--- config.mk ---
export PLATFORM = sky130hd
export DESIGN_NAME = sr_latch_driver
export DESIGN_NICKNAME = d
export VERILOG_FILES = /design/src/rtl/sr_latch_driver.sv
export SDC_FILE = /design/constraint.sdc
export NUM_CORES = 1
export LEC_CHECK = 0
export ABC_AREA = 1
export CAP_MARGIN = 20
export CELL_PAD_IN_SITES_DETAIL_PLACEMENT = 2
export CELL_PAD_IN_SITES_GLOBAL_PLACEMENT = 2
export CORE_MARGIN = 8
export CORE_UTILIZATION = 36
export DETAILED_ROUTE_END_ITERATION = 10
export PLACE_DENSITY = 0.78
export SKIP_LAST_GASP = 1
export SLEW_MARGIN = 10
export SYNTH_ARGS = -nofsm -noshare
export SYNTH_HDL_FRONTEND = slang
export SYNTH_SLANG_ARGS = --single-unit
--- constraint.sdc ---
create_clock -name Clk -period 1.8 [get_ports Clk]
set_clock_uncertainty 0.1 [all_clocks]
set_input_delay 0.27 -clock Clk [delete_from_list [all_inputs] [get_ports Clk]]
set_output_delay 0.27 -clock Clk [all_outputs]
set_load 0.05 [all_outputs]
--- src/rtl/sr_latch_driver.sv ---
// sr_latch_driver
//   Command stage in front of a gated SR latch. Two raw, bouncy pushbuttons
//   are each synchronized, debounced and edge-detected. A small arbiter FSM
//   then turns every accepted press into one fixed-length En window with S
//   or R, separated by at least one idle cycle. A shadow of the latch Q is
//   kept for comparison against the real latch.
//
// Ports
//   Clk        in   clock, rising edge
//   nRst       in   synchronous active-low reset
//   SetBtn     in   raw set pushbutton (asynchronous, active-high)
//   RstBtn     in   raw reset pushbutton (asynchronous, active-high)
//   En         out  latch enable (registered)
//   S          out  latch set input (registered)
//   R          out  latch reset input (registered)
//   Busy       out  high while in DRIVE_S, DRIVE_R or GAP
//   LatchState out  expected latch Q

// sr_btn_cond
//   One button channel: 2-flop synchronizer, counter debouncer and a
//   press (0->1) edge detector.
//
// Ports
//   clk    in   clock
//   rst_n  in   synchronous active-low reset
//   btn    in   raw button level
//   press  out  one-cycle pulse in the cycle after the debounced level rises
module sr_btn_cond #(
    parameter int DEBOUNCE_CYCLES = 16,
    parameter int CNT_W           = 16
) (
    input  logic clk,
    input  logic rst_n,
    input  logic btn,
    output logic press
);
    localparam logic [CNT_W-1:0] CNT_LAST = CNT_W'(DEBOUNCE_CYCLES - 1);

    logic             sync1;
    logic             sync2;
    logic             deb;
    logic             deb_q;
    logic [CNT_W-1:0] cnt;

    always_ff @(posedge clk) begin
        if (!rst_n) begin
            sync1 <= 1'b0;
            sync2 <= 1'b0;
            deb   <= 1'b0;
            deb_q <= 1'b0;
            cnt   <= '0;
        end else begin
            sync1 <= btn;
            sync2 <= sync1;
            deb_q <= deb;
            // Any sample agreeing with the debounced level restarts the run,
            // so only an unbroken run of differing samples flips deb.
            if (sync2 == deb) begin
                cnt <= '0;
            end else if (cnt == CNT_LAST) begin
                deb <= ~deb;
                cnt <= '0;
            end else begin
                cnt <= cnt + 1'b1;
            end
        end
    end

    // Release (1->0) deliberately produces nothing.
    assign press = deb & ~deb_q;
endmodule

module sr_latch_driver #(
    parameter int DEBOUNCE_CYCLES = 16,
    parameter int PULSE_CYCLES    = 2,
    parameter int CNT_W           = 16
) (
    input  logic Clk,
    input  logic nRst,
    input  logic SetBtn,
    input  logic RstBtn,
    output logic En,
    output logic S,
    output logic R,
    output logic Busy,
    output logic LatchState
);
    localparam int          NUM_BTN    = 2;   // index 0 = set, 1 = reset
    localparam logic [7:0]  PULSE_LAST = 8'(PULSE_CYCLES - 1);

    typedef enum logic [1:0] {
        IDLE    = 2'd0,
        DRIVE_S = 2'd1,
        DRIVE_R = 2'd2,
        GAP     = 2'd3
    } state_t;

    logic [NUM_BTN-1:0] btn;
    logic [NUM_BTN-1:0] press;
    logic               pend_s;
    logic               pend_r;
    state_t             state;
    state_t             state_nxt;
    logic [7:0]         pcnt;
    logic [7:0]         pcnt_nxt;
    logic               take_s;
    logic               take_r;

    assign btn = {RstBtn, SetBtn};

    genvar g;
    generate
        for (g = 0; g < NUM_BTN; g++) begin : g_btn
            sr_btn_cond #(
                .DEBOUNCE_CYCLES(DEBOUNCE_CYCLES),
                .CNT_W          (CNT_W)
            ) u_cond (
                .clk  (Clk),
                .rst_n(nRst),
                .btn  (btn[g]),
                .press(press[g])
            );
        end
    endgenerate

    assign take_s = (state == IDLE) && (state_nxt == DRIVE_S);
    assign take_r = (state == IDLE) && (state_nxt == DRIVE_R);

    // One-deep pending flags. A press landing on an already-set flag is
    // simply absorbed; a flag clears only when its command is launched.
    always_ff @(posedge Clk) begin
        if (!nRst) begin
            pend_s <= 1'b0;
            pend_r <= 1'b0;
        end else begin
            if (take_s)        pend_s <= 1'b0;
            else if (press[0]) pend_s <= 1'b1;
            if (take_r)        pend_r <= 1'b0;
            else if (press[1]) pend_r <= 1'b1;
        end
    end

    always_comb begin
        state_nxt = state;
        pcnt_nxt  = pcnt;
        case (state)
            IDLE: begin
                pcnt_nxt = '0;
                // Reset wins a tie so a double press leaves the latch set
                // last, matching the order the operator most likely meant.
                if (pend_r)      state_nxt = DRIVE_R;
                else if (pend_s) state_nxt = DRIVE_S;
            end
            DRIVE_S, DRIVE_R: begin
                if (pcnt == PULSE_LAST) begin
                    state_nxt = GAP;
                    pcnt_nxt  = '0;
                end else begin
                    pcnt_nxt = pcnt + 8'd1;
                end
            end
            GAP:     state_nxt = IDLE;
            default: state_nxt = IDLE;
        endcase
    end

    // Outputs are registered from the next state so En rises on the same
    // edge the FSM enters a DRIVE state.
    always_ff @(posedge Clk) begin
        if (!nRst) begin
            state      <= IDLE;
            pcnt       <= '0;
            En         <= 1'b0;
            S          <= 1'b0;
            R          <= 1'b0;
            Busy       <= 1'b0;
            LatchState <= 1'b0;
        end else begin
            state <= state_nxt;
            pcnt  <= pcnt_nxt;
            En    <= (state_nxt == DRIVE_S) || (state_nxt == DRIVE_R);
            S     <= (state_nxt == DRIVE_S);
            R     <= (state_nxt == DRIVE_R);
            Busy  <= (state_nxt != IDLE);
            if (state == DRIVE_S && state_nxt == GAP) LatchState <= 1'b1;
            if (state == DRIVE_R && state_nxt == GAP) LatchState <= 1'b0;
        end
    end
endmodule
======== After elaboration in Yosys (flattened, before gate mapping) ========
Cells that the tools add are included.
word-level totals
  flip-flop bits (word level) ............. 57
  input port bits ......................... 4
  logic and storage cells ................. 64
operators by class
  add/sub/neg operators ................... 3
  equality and inequality tests ........... 11
  muxes and demuxes ....................... 6
  bitwise logic cells ..................... 9
  reductions and logical operators ........ 16
operator list
  operator                 count
  $add A16 B1 Y16 const B  2
  $eq A16 B4 Y1 const B    2
  $pmux W8 S2              1
  $add A8 B1 Y8 const B    1
  $eq A2 B2 Y1 const B     4
  $eq A8 B1 Y1 const B     1
  $mux W8                  1
  $reduce_or A2 Y1         4
  $not A1 Y1               7
  $mux W2                  3
  $pmux W2 S3              1
  $reduce_or A3 Y1         2
  $eq A2 B1 Y1 const B     2
  $logic_and A1 B1 Y1      4
  $reduce_and A2 Y1        2
  $reduce_bool A2 Y1       2
  $and A1 B1 Y1            2
  $eq A1 B1 Y1             2
  $logic_not A2 Y1         1
  $logic_or A1 B1 Y1       1

======== Logic depth before layout (Yosys ltp) ========
  depth after elaboration ................. 6
  gate-level depth with buffers ........... 12

======== Hierarchy ========
Synthesis repeated with hierarchy kept, for this count alone.
unflattened totals
  cells, all modules ...................... 390
  area, all modules ....................... 2,715.1 µm²
by module, submodules not included
  module           times used  cells an instance  area an instance (µm²)  sequential area each (µm²)
  sr_btn_cond      2           140                947.2                   400.4
  sr_latch_driver  1           110                820.8                   340.3

======== Worst setup path before layout ========
Ideal clock, no wire load.
  kind .................................... reg2reg
  from .................................... register state[0]
  to ...................................... register pend_s
  library setup time ...................... 0.115 ns
  data arrival time ....................... 1.321 ns
  required time ........................... 1.585 ns
  setup slack ............................. 0.264 ns
  stages on the path, launching flop included .. 10
  period minus slack after synthesis ...... 1.536 ns
  cell sequence ........................... dfxtp_1 -> inv_1 -> ha_1 -> inv_1 -> nor2_1 -> nand2_1 -> nand2_1 -> nand3_1 -> o21ai_0 -> inv_1
between the ends
  longest elaborated chain between the ends .. 6
ends and longest elaborated chain
  what                                         RTL line  RTL
  from (decl)                                  102       state_t state;
  from (signal assigned)                       179       state <= state_nxt;
  $eq A2 B1 Y1 (tied with other cells)         146       case (state)
  $reduce_or A2 Y1 or $mux W2 (tied branches)  146, 151
  $pmux W2 S3                                  146
  $eq A2 B1 Y1                                 126       assign take_s = (state == IDLE) && (state_nxt == DRIVE_S);
  $logic_and A1 B1 Y1 *                        126
  $reduce_or A2 Y1 (no source line) *          n/a
  to (signal assigned)                         133       pend_s <= 1'b0;
  to (signal assigned)                         136       if (take_s) pend_s <= 1'b0;
  to (signal assigned)                         137       else if (press[0]) pend_s <= 1'b1;
  to (decl)                                    100       logic pend_s;
Mark *: on every way between the ends. The rest lies on a longest branch, timed or not.
A chain may end at the register's enable or synchronous reset.

======== Final worst setup path ========
  from .................................... register g_btn[0].u_cond.cnt[0]
  to ...................................... register g_btn[0].u_cond.cnt[4]
between the ends
  longest elaborated chain between the ends .. 2
ends and longest elaborated chain
  what                                                     RTL line  RTL
  from (decl)                                              43        logic [CNT_W-1:0] cnt;
  from (signal assigned)                                   64        cnt <= cnt + 1'b1;
  branches (longest 2 deep; another with $add A16 B1 Y16)  n/a
Several ways; the timed one is not identified.

==> impl_metrics.tcl <==
set metrics [dict create \
    status "complete, but fails checks" \
    violations "negative setup slack" \
    grt_pass1_vias 2368 \
    syn_avg_cell_area_um2 7.76 \
    period_needed_ps 1820 \
    timing.slew.headroom 0.655 \
    endpoint_kind "register" \
    dpl.hpwl_mm 4.44 \
    grt_pass1_wl_mm 10.9 \
    initial_core_util 0.364 \
    dr.pass1.iters 3 \
    grt_antenna_before_repair 0 \
    syn_to_final_growth_pct 22.9 \
    synth_top_area_frac 0.439 \
    drive_gt1_frac 0.163 \
    cts_buffers 9 \
    die_x_um 101 \
    cts_tree "built" \
    finalCritPeriodShare 1.01 \
    grt.overflow.total 0 \
    place_inst 447 \
    max_freq_mhz 551 \
    utilization 0.448 \
    rsz0062_at_grt "true" \
    synth_top_cell_by_area "dfxtp_1" \
    synthCells 335 \
    num_antenna_cells 0 \
    synth_seq_cells 57 \
    setup_viol 2 \
    multi_input_area_mm2 0.00127 \
    cts.clk_slew.worst_paths_ps 70 \
    p_int_uw 2210 \
    critical_path_class "register to register" \
    ios 9 \
    drc 0 \
    async_flop_share 0 \
    ant_nets 0 \
    synth_top_cells_by_count "nand2_1 (60), dfxtp_1 (57), inv_1 (56)" \
    powerDensity_mw_per_mm2 872 \
    setup_ws_ps -16.0 \
    grt_max_degree 16 \
    worstPathMaxFanout 6 \
    p_sw_frac 0.206 \
    regArea_mm2 0.00114 \
    crit_required_ps 1930 \
    rows 31 \
    track_usage 0.137 \
    fp.dieH_um 101 \
    coreArea_mm2 0.00714 \
    final_hold_viol_count 0 \
    via_per_inst 4.83 \
    routed_wl_mm 7.65 \
    ys_top_cells_by_area "dfxtp_1 (44%), nand2_1 (8.7%), inv_1 (8.1%)" \
    worst_pin_slew_ps 514 \
    port_buffers 8 \
    clk_latency_ps 350 \
    power_frac_clock 0.526 \
    yosys_most_used_dff "dfxtp_1" \
    die_area_mm2 0.0102 \
    gp_congestion 0.747 \
    ir_worst_vdd_mv 0.411 \
    vias 2283 \
    ys.warnings.count 0 \
    critPathLaunchType "register" \
    synth_area_mm2 0.00260 \
    p_seq_frac 0.456 \
    syn_nets 348 \
    synth_edf_count 0 \
    power_frac_comb 0.018 \
    ys_seq_area_frac 0.439 \
    cts_root_buf "clkbuf_8" \
    htreeDepth 3 \
    ys_types 29 \
    max_cap_viol_count 0 \
    finalNonFillerCells 473 \
    leakage_uw 0.00132 \
    p_switching_uw 575 \
    cts.sinks 57 \
    drt-initial-drc-count 44 \
    slew_violations 0 \
    hp-class "register to register" \
    num-fill-cells 831 \
    dp_slack_ps -29.1 \
    synth.most_common_cell "nand2_1" \
    worstPathArrival_ps 1940 \
    finalNetCount 382 \
    clk_path_buf_depth 2 \
    wl_per_cell_um 16.2 \
]
==> flip-flops by register name, summed over array words and instances, names as in the netlist, 2 cells and up <==
register            count
state                   2
g_btn.u_cond.deb        2
g_btn.u_cond.sync1      2
g_btn.u_cond.cnt       32
g_btn.u_cond.deb_q      2
g_btn.u_cond.sync2      2
pcnt                    8
==> power by group through the flow <==
| stage | clock, µW | combinational, µW | sequential [µW] |
|---|---|---|---|
| final | 1470 | 49.1 | 1270 |
| after global placement | 0 | 33.4 | 1300 |
| after floorplan | 0 | 19.1 | 1300 |
| after detailed placement | 0 | 35.9 | 1300 |
| after global routing | 1550 | 54.1 | 1270 |
| after CTS | 1500 | 37.9 | 1270 |
==> metrics by stage <==
step	instance area, µm²	TNS (ps)	power [µW]	hold WS (ps)
floorplan	2600	0	1320	268
global placement	2830	0	1330	295
detailed placement	2830	-83.0	1330	306
CTS	3070	-0.914	2810	322
global route	3190	-2600	2880	365
finish	3190	-24.9	2780	341
==> cells in the final DEF (no fill, tap or decap), types with 2 or more instances in the layout <==
master	Yosys	final
a21oi_1	14	14
nand3_1	17	17
ha_1	9	7
clkdlybuf4s50_1	0	3
bufinv_16	0	3
nand2_4	0	2
inv_2	1	2
dfxtp_2	0	3
nor3_2	3	4
nand3b_1	3	3
nand2_2	2	3
o21ai_0	4	4
nand4_1	9	9
dfxtp_1	57	54
nor2_2	3	3
buf_4	0	21
nor2_1	46	46
nor3_1	9	8
clkbuf_8	0	9
nor4_4	1	2
inv_1	56	55
xnor2_1	6	6
nand3_2	3	3
nand2_1	60	58
xor2_1	21	21
clkbuf_1	1	2
==> worst max-delay path, stage by stage, from the launching register on <==
cell	delay [ps]
dfxtp_1	390
ha_2	240
nand4_1	190
nor4_4	260
nand2_1	160
nand2_4	130
buf_4	160
a21oi_1	60
==> final cells by class <==
cell class              count  area share
clock buffers              11      0.0411
clock inverters             5      0.0325
inverters                  57      0.0670
multi-input cells         219       0.397
flip-flops and latches     57       0.358
well taps                  99      0.0388
repair buffers             25      0.0650
==> kinds of logic after synthesis <==
logic type / count (synthesis) / share of synthesized area
flops: 57 / 0.439
simple gates: 160 / 0.289
fa+ha+maj: 9 / 0.0433
buf+inv: 60 / 0.0924
xor+xnor: 27 / 0.0910
compound gates: 22 / 0.0457
==> layer usage <==
metal,wire [µm],global-route usage,vias up
met5,0,0,-
met4,267,0.0687,0
met3,220,0.0394,19
met2,3940,0.243,29
met1,3220,0.145,1122
li1,-,-,1113
==> timing repair <==
action / in CTS / in global routing
endpoints found under the setup margin: 4 / 12
gates cloned: 0 / 1
pin swaps: 0 / 5
gates resized for setup: 2 / 11
hold buffers: 0 / 0
buffers inserted: 0 / 9
==> worst paths after layout <==
check / startpoint / to / slack, ps / depth (start not counted)
worst max-delay path: g_btn[0].u_cond.cnt[0] / g_btn[0].u_cond.cnt[4] / -20 / 7
worst min-delay path: g_btn[1].u_cond.sync1 / g_btn[1].u_cond.sync2 / 340 / 2
worst max register to register: g_btn[0].u_cond.cnt[0] / g_btn[0].u_cond.cnt[4] / -20 / 7
worst min register to register: g_btn[1].u_cond.sync1 / g_btn[1].u_cond.sync2 / 340 / 2
Note: power is estimated with default switching activity, not from simulation.
